===== config.mk =====
export PLATFORM = sky130hd
export DESIGN_NAME = lcd_spi_tx
export DESIGN_NICKNAME = d
export VERILOG_FILES = /design/src/rtl/lcd_spi_tx.sv
export SDC_FILE = /design/constraint.sdc
export NUM_CORES = 1
export LEC_CHECK = 0
export CAP_MARGIN = 20
export CORE_UTILIZATION = 45
export CTS_CLUSTER_DIAMETER = 50
export DETAILED_ROUTE_END_ITERATION = 16
export PLACE_DENSITY = 0.71
export SLEW_MARGIN = 40
export SYNTH_ARGS = -nofsm -noshare
export SYNTH_HDL_FRONTEND = slang
export SYNTH_SLANG_ARGS = --single-unit

===== constraint.sdc =====
create_clock -name CLK -period 1.6 [get_ports CLK]
set_clock_uncertainty 0.2 [all_clocks]
set_input_delay 0.32 -clock CLK [delete_from_list [all_inputs] [get_ports CLK]]
set_output_delay 0.32 -clock CLK [all_outputs]
set_load 0.01 [all_outputs]

===== src/rtl/lcd_spi_tx.sv =====
// 3-wire SPI transmitter for the LCD panel: runs the RESX power-up sequence, then shifts
// valid/ready words out MSB first. CSX is held low across a burst until a LAST word completes.
module lcd_spi_tx #(
  parameter int unsigned DATA_W    = 18,
  parameter int unsigned CLK_DIV   = 1,
  parameter int unsigned DC_BIT    = 0,
  parameter int unsigned RESX_LOW  = 4,
  parameter int unsigned RESX_WAIT = 2
) (
  input  logic              CLK,
  input  logic              RST,
  input  logic              INIT,
  input  logic              TX_VALID,
  output logic              TX_READY,
  input  logic [DATA_W-1:0] TX_DATA,
  input  logic              TX_DC,
  input  logic              TX_LAST,
  output logic              CSX,
  output logic              SCL,
  output logic              SDA,
  output logic              RESX,
  output logic              BUSY
);

  localparam int unsigned NB   = DATA_W + DC_BIT;
  localparam int unsigned BW   = $clog2(NB + 1);
  localparam int unsigned DW   = $clog2(CLK_DIV + 1);
  localparam int unsigned RMAX = (RESX_LOW > RESX_WAIT) ? RESX_LOW : RESX_WAIT;
  localparam int unsigned RW   = $clog2(RMAX + 1);

  typedef enum logic [2:0] {StRstLo, StRstWait, StIdle, StShift, StHold} state_e;

  state_e          state_q;
  logic [NB-1:0]   sreg_q;
  logic [BW-1:0]   bcnt_q;
  logic [DW-1:0]   dcnt_q;
  logic [RW-1:0]   rcnt_q;
  logic            last_q;
  logic            ready_q;
  logic [NB-1:0]   frame;
  logic [NB-1:0]   sreg_nx;
  logic            accept;

  // Truncating the concatenation drops TX_DC when the D/C bit is not in use.
  assign frame    = NB'({TX_DC, TX_DATA});
  assign sreg_nx  = sreg_q << 1;
  assign TX_READY = ready_q & ~INIT;
  assign accept   = TX_VALID & TX_READY;

  always_ff @(posedge CLK) begin
    if (RST) begin
      state_q <= StRstLo;
      RESX    <= 1'b0;
      CSX     <= 1'b1;
      SCL     <= 1'b0;
      SDA     <= 1'b0;
      ready_q <= 1'b0;
      BUSY    <= 1'b1;
      rcnt_q  <= '0;
      dcnt_q  <= '0;
      bcnt_q  <= '0;
      sreg_q  <= '0;
      last_q  <= 1'b0;
    end else begin
      unique case (state_q)
        StRstLo: begin
          if (rcnt_q == RW'(RESX_LOW - 1)) begin
            RESX    <= 1'b1;
            rcnt_q  <= '0;
            state_q <= StRstWait;
          end else begin
            rcnt_q <= rcnt_q + 1'b1;
          end
        end
        StRstWait: begin
          if (rcnt_q == RW'(RESX_WAIT - 1)) begin
            rcnt_q  <= '0;
            ready_q <= 1'b1;
            BUSY    <= 1'b0;
            state_q <= StIdle;
          end else begin
            rcnt_q <= rcnt_q + 1'b1;
          end
        end
        StIdle, StHold: begin
          if (state_q == StIdle && INIT) begin
            RESX    <= 1'b0;
            ready_q <= 1'b0;
            BUSY    <= 1'b1;
            rcnt_q  <= '0;
            state_q <= StRstLo;
          end else if (accept) begin
            CSX     <= 1'b0;
            SCL     <= 1'b0;
            SDA     <= frame[NB-1];
            sreg_q  <= frame;
            last_q  <= TX_LAST;
            ready_q <= 1'b0;
            BUSY    <= 1'b1;
            dcnt_q  <= '0;
            bcnt_q  <= '0;
            state_q <= StShift;
          end
        end
        StShift: begin
          if (dcnt_q == DW'(CLK_DIV - 1)) begin
            dcnt_q <= '0;
            if (!SCL) begin
              SCL <= 1'b1;
            end else if (bcnt_q == BW'(NB - 1)) begin
              SCL     <= 1'b0;
              ready_q <= 1'b1;
              if (last_q) begin
                CSX     <= 1'b1;
                SDA     <= 1'b0;
                BUSY    <= 1'b0;
                state_q <= StIdle;
              end else begin
                state_q <= StHold;
              end
            end else begin
              // Data only moves on entry to the low phase, so it is stable at the rising edge.
              SCL    <= 1'b0;
              SDA    <= sreg_nx[NB-1];
              sreg_q <= sreg_nx;
              bcnt_q <= bcnt_q + 1'b1;
            end
          end else begin
            dcnt_q <= dcnt_q + 1'b1;
          end
        end
        default: state_q <= StRstLo;
      endcase
    end
  end

endmodule


# Word level (Yosys, flattened, before mapping)
# Cells that the tools add are included.
[classes]
bitwise = 4
add_sub_neg = 3
eq_ne = 19
n_mux = 60
reduce_logical = 18
[ops]
columns = ["cell", "count"]
rows = [
  ["two-way mux 17 bit", 5],
  ["case mux 17 bit (2 select lines)", 1],
  ["two-way mux 3 bit", 11],
  ["two-way mux 1 bit", 28],
  ["two-way mux 5 bit", 5],
  ["AND reduction 6 bit", 4],
  ["!= test 2 bit, second input constant", 10],
  ["AND reduction 7 bit", 2],
  ["case mux 3 bit (4 select lines)", 1],
  ["case mux 1 bit (2 select lines)", 5],
  ["case mux 5 bit (2 select lines)", 1],
  ["equality test 3 x 2 -> 1 bit, second input constant", 3],
  ["case mux 3 bit (3 select lines)", 1],
  ["AND reduction 3 bit", 3],
  ["equality test 3 x 1 -> 1 bit, second input constant", 2],
  ["!= test 3 bit, second input constant", 2],
  ["case mux 1 bit (3 select lines)", 2],
  ["nonzero test 3 bit", 2],
  ["adder 5 x 1 -> 5 bit, second input constant", 1],
  ["equality test 5 bit, second input constant", 1],
  ["AND reduction 4 bit", 1],
  ["nonzero test 2 bit", 2],
  ["adder 3 x 1 -> 3 bit, second input constant", 1],
  ["equality test 3 bit, second input constant", 1],
  ["7 further kinds", 9],
]
[word_totals]
out_inout_bits = 6
register_bits = 36
input_bits = 24
word_cells = 116

# Logic depth before layout (Yosys ltp)
[logic_depth]
depth_word = 6
depth_mapped = 7
mapped_depth_nobuf = 7

# Least setup slack after synthesis
# OpenSTA, ideal clock, no wires.
[synth_path]
path_type = "register to register"
startpoint = "reg bcnt_q[0]"
endpoint = "reg state_q[2]"
period_less_slack_ns = 1.725
slack_ns = -0.125
setup_time_ns = 0.070
required_ns = 1.330
path_buffers = 0
arrival_time_ns = 1.454
path_stages_with_launch = 6
path_cell_list = "dfxtp_1 -> ha_1 -> nor4bb_1 -> nand2_1 -> or3_1 -> a21oi_1"
[synth_via]
elab_chain_cells = 3
[synth_lines]
columns = ["element", "line", "text"]
rows = [
  ["from (decl)", "35", "logic [BW-1:0] bcnt_q;"],
  ["from (signal assigned)", "126", "bcnt_q <= bcnt_q + 1'b1;"],
  ["equality test 5 bit", "110", "end else if (bcnt_q == BW'(NB - 1)) begin"],
  ["!= test 2 bit (no line)", "n/a", ""],
  ["AND reduction 6 bit (no line)", "n/a", ""],
  ["to (signal assigned)", "117", "state_q <= StIdle;"],
  ["to (signal assigned)", "119", "state_q <= StHold;"],
  ["to (signal assigned)", "132", "default: state_q <= StRstLo;"],
  ["to (decl)", "33", "state_e state_q;"],
]
# No other way between the ends.
# A chain may end at the register's enable or synchronous reset.

# Worst setup path after layout
[layout_path]
startpoint = "reg bcnt_q[1]"
endpoint = "reg SDA"
[layout_via]
elab_chain_cells = 5
word_cells_on_any_way = 7
cone_classes = "eq/ne: 2; mux: 4; reduce/logical: 1"
[layout_lines]
columns = ["element", "line", "text"]
rows = [
  ["equality test 5 bit *", "110", ""],
  ["two-way mux 1 bit", "110", ""],
  ["two-way mux 1 bit", "108", "if (!SCL) begin"],
  ["two-way mux 1 bit", "106", "if (dcnt_q == DW'(CLK_DIV - 1)) begin"],
  ["case mux 1 bit (2 select lines)", "65", "unique case (state_q)"],
  ["to (signal assigned)", "95", "SDA <= frame[NB-1];"],
  ["to (signal assigned)", "124", "SDA <= sreg_nx[NB-1];"],
  ["to (decl)", "20", "output logic SDA,"],
]
# Mark *: on every way between the ends. The rest lies on a longest branch, timed or not. The select of a mux whose other input is x is not followed.

==> run summary <==
reg-to-reg endpoint - SDA
vias - 2127
CP Launch Point - bcnt_q[1]
worst reg-to-reg setup slack - -140 ps
area grow syn2layout - 71.05%
initial antenna violation count - 0
worst setup path endpoint - SDA
sequential area share after synthesis - 36.84%
Worst Path Buf+Inv - 2
Crit-path slowest cell - dfxtp_2
Internal - 0.001432 W
core footprint - 4029 sq um
clock power share - 37.5%
Hold Buf Count CTS - 0
worst ir drop on vdd - 0.5580 mV
total grt overflow - 0
CTS tree - yes
DR vias/cell - 5.941
sw frac - 24.42%
worst-case reg-to-reg path depth - 7
Max clock buf depth - 2
initial DRC count - 141
Routed wire per std cell - 18.37 um
Syn Nets - 263
Top delay family on crit path - compound AO/OA/AOI/OAI gates
pre-CTS WS - -475.0 ps
met3 routed WL - 323 um
RSZ-0062 raised after global routing - yes
DRC violations left - 0
count of different cell masters after synthesis - 48
Row Count - 23
Tcrit/Tclk final - 108.6%
PwrDens - 582.3 nW/um^2
Num CTS Buffers - 5
GRT Total Usage - 28.53%
max_cap viols - 0
H-Tree Depth - 2
Non-Filler Instances - 358
leading post-synthesis cells by cell area - dfxtp_1, a21oi_1, nand2_1
crit path capture type - register
highest clock rate - 575.4 MHz
Sw Pwr - 0.0004626 W
final WL - 6577 um
antenna-violating nets left - 0
DRT Pass-1 Iters - 4
CTS sink cnt - 35
first-pass GRT wire length - 9384 um
WS Path Type - reg2reg
NumNets Final - 337
Comb pwr share - 14.9%
status - finished with violations
Clock Pin Slew Worst Setup and Hold Paths - 70 ps
worst path arrival time - 1740 ps
top layer in use - met4
pin count of the biggest net entering global routing - 22
Least-Margin Pin Slew - 329.6 ps
post-layout minimum cycle time - 1738 ps
met2 WL post-DR - 3422 um
Post-synth EDFFs - 0
syn avg cell area - 8.162 sq um
die area - 4490 sq um
CP Cell Sequence - inv_2 > ha_4 > nand4bb_4 > buf_6 > o21a_1 > o2bb2ai_2 > a221oi_2
routed length on met1 - 2678 um
share of cells above drive strength 1 - 50.65%
clk root buf - clkbuf_8
placed cells - 335
Hold Crit Class - reg2reg
cell type with the largest total area after synthesis - dfxtp_1
ys async rst share - 0%
Yosys warning count - 0
gpl congestion - 0.8121
final instance area - 3253 sq um
Setup violations, final - 24
Leak - 1.282 nW
worst skew pair latency - 290 ps
crit path max fanout - 3
I/O Buffers - 28
Post-synth top flop - dfxtp_1
synthesized cell area - 1902 sq um
die width - 67.01 um
CP peak stage delay - 330 ps
setup TNS - -1778 ps
hpwl dp - 3252 um
Post-Syn Instances - 233
critical path launch point type - register
Stages on worst setup path - 7
Antenna Cells - 0
CP Data Required Time - 1600 ps
part of the power in registers - 47.6%
Slew HR - 78.03%
initial core utilization - 47.20%
Synth top area share - 36.84%
vias in the first global route - 1976
final setup margin - -137.9 ps
Ports - 30
R2R Path Start - bcnt_q[1]
Die Height - 67.01 um
final hold vios - 0
failing checks - negative setup slack
fin. max-slew vios - 0
post-synthesis register bit count - 35
placed instance area - 2542 sq um
## metal layers
layer,vias up,track usage (%)
li1,1007,-
met4,0,10.64
met3,16,5.308
met2,72,50.00
met1,1032,33.89
met5,-,0
## state kept, by name (all words and copies together), names as in the netlist, 3 cells and up
register,cells
sreg_q,17
rcnt_q,3
state_q,3
bcnt_q,5
## worst register-to-register path: cells and delay by family (launching register included)
kind	cells	cell delay, ps
flops	1	330
simple gates	1	160
compound gates	3	600
fa+ha+maj	1	140
buf+inv	2	220
## layout by cell type (no fill, tap or decap), drive strengths merged, types with 3 or more instances in the layout
cell,count
a311oi,19
ha,6
o211ai,4
nand2b,5
a221oi,3
nand3,4
nor2,14
or3,3
nand2,40
a21oi,31
clkbuf,8
dlygate4sd2,8
buf,57
o21ai,8
inv,8
o21a,3
nor2b,3
dfxtp,35
a31oi,3
clkdlybuf4s50,20
## area by class of cell
class	count	area, sq um
Inverter	8	32.53
Clock buffer	8	100.1
Sequential cell	35	719.4
Multi-Input combinational cell	172	1513
Fill cell	244	775.7
Tap cell	50	62.56
Timing Repair Buffer	85	825.8
## repair_timing
item,in CTS,in global routing
setup endpoints to repair,36,33
pin swaps,18,40
setup buffers,9,9
resized for setup,72,64
gates cloned,3,0
## stage by stage
step / power [W] / util (%) / hold WS, ps
detailed placement: 0.001151 / 63.11 / 269.8
floorplan: 0.001035 / - / 249.9
global placement: 0.001148 / 63.11 / 260.4
finish: 0.001894 / 80.75 / 295.4
CTS: 0.001864 / 75.09 / 278.8
global route: 0.001957 / 80.75 / 324.1
## power by group through the flow
stage               clock network (W)  registers (W)  logic, W
finish                       0.000710       0.000902  0.000283
global route                 0.000748       0.000903  0.000306
CTS                          0.000721       0.000903  0.000241
detailed placement                  0       0.000923  0.000228
global placement                    0       0.000922  0.000226
floorplan                           0       0.000926  0.000109
## worst min path at each step
stage | start | endpoint | slack [ps] | cells after the start
final | sreg_q[15] | sreg_q[16] | 300 | 2
after global routing | sreg_q[15] | sreg_q[16] | 320 | 2
after CTS | sreg_q[0] | sreg_q[0] | 280 | 2
after detailed placement | sreg_q[0] | sreg_q[0] | 270 | 2
after global placement | sreg_q[9] | sreg_q[10] | 260 | 2
after floorplan | sreg_q[0] | sreg_q[0] | 250 | 2
## synth_stat cells, types with 2 or more instances
cell	count
or3_1	3
buf_2	6
clkbuf_1	6
nor2_1	13
a311oi_1	17
dfxtp_1	35
nand4_1	2
a21o_1	2
a31oi_1	3
nand2_1	40
o21a_1	3
ha_1	6
o21ai_0	7
o22a_1	2
nand2b_1	5
nand3_1	4
a311oi_2	2
o211ai_1	4
nand3b_1	2
buf_4	3
nor2b_1	3
a21oi_1	30
inv_1	7
buf_6	2
a221oi_1	3
## kinds of logic (layout without fill, tap and decap cells)
kind of cell	Yosys count	in the layout	synth area share, %
compound gates	82	82	30.00
fa+ha+maj	6	6	3.947
buf+inv	26	101	6.908
flops	35	35	36.84
mux	1	1	0.5263
simple gates	83	83	21.78
No activity file was read; power rests on OpenSTA's default activity.
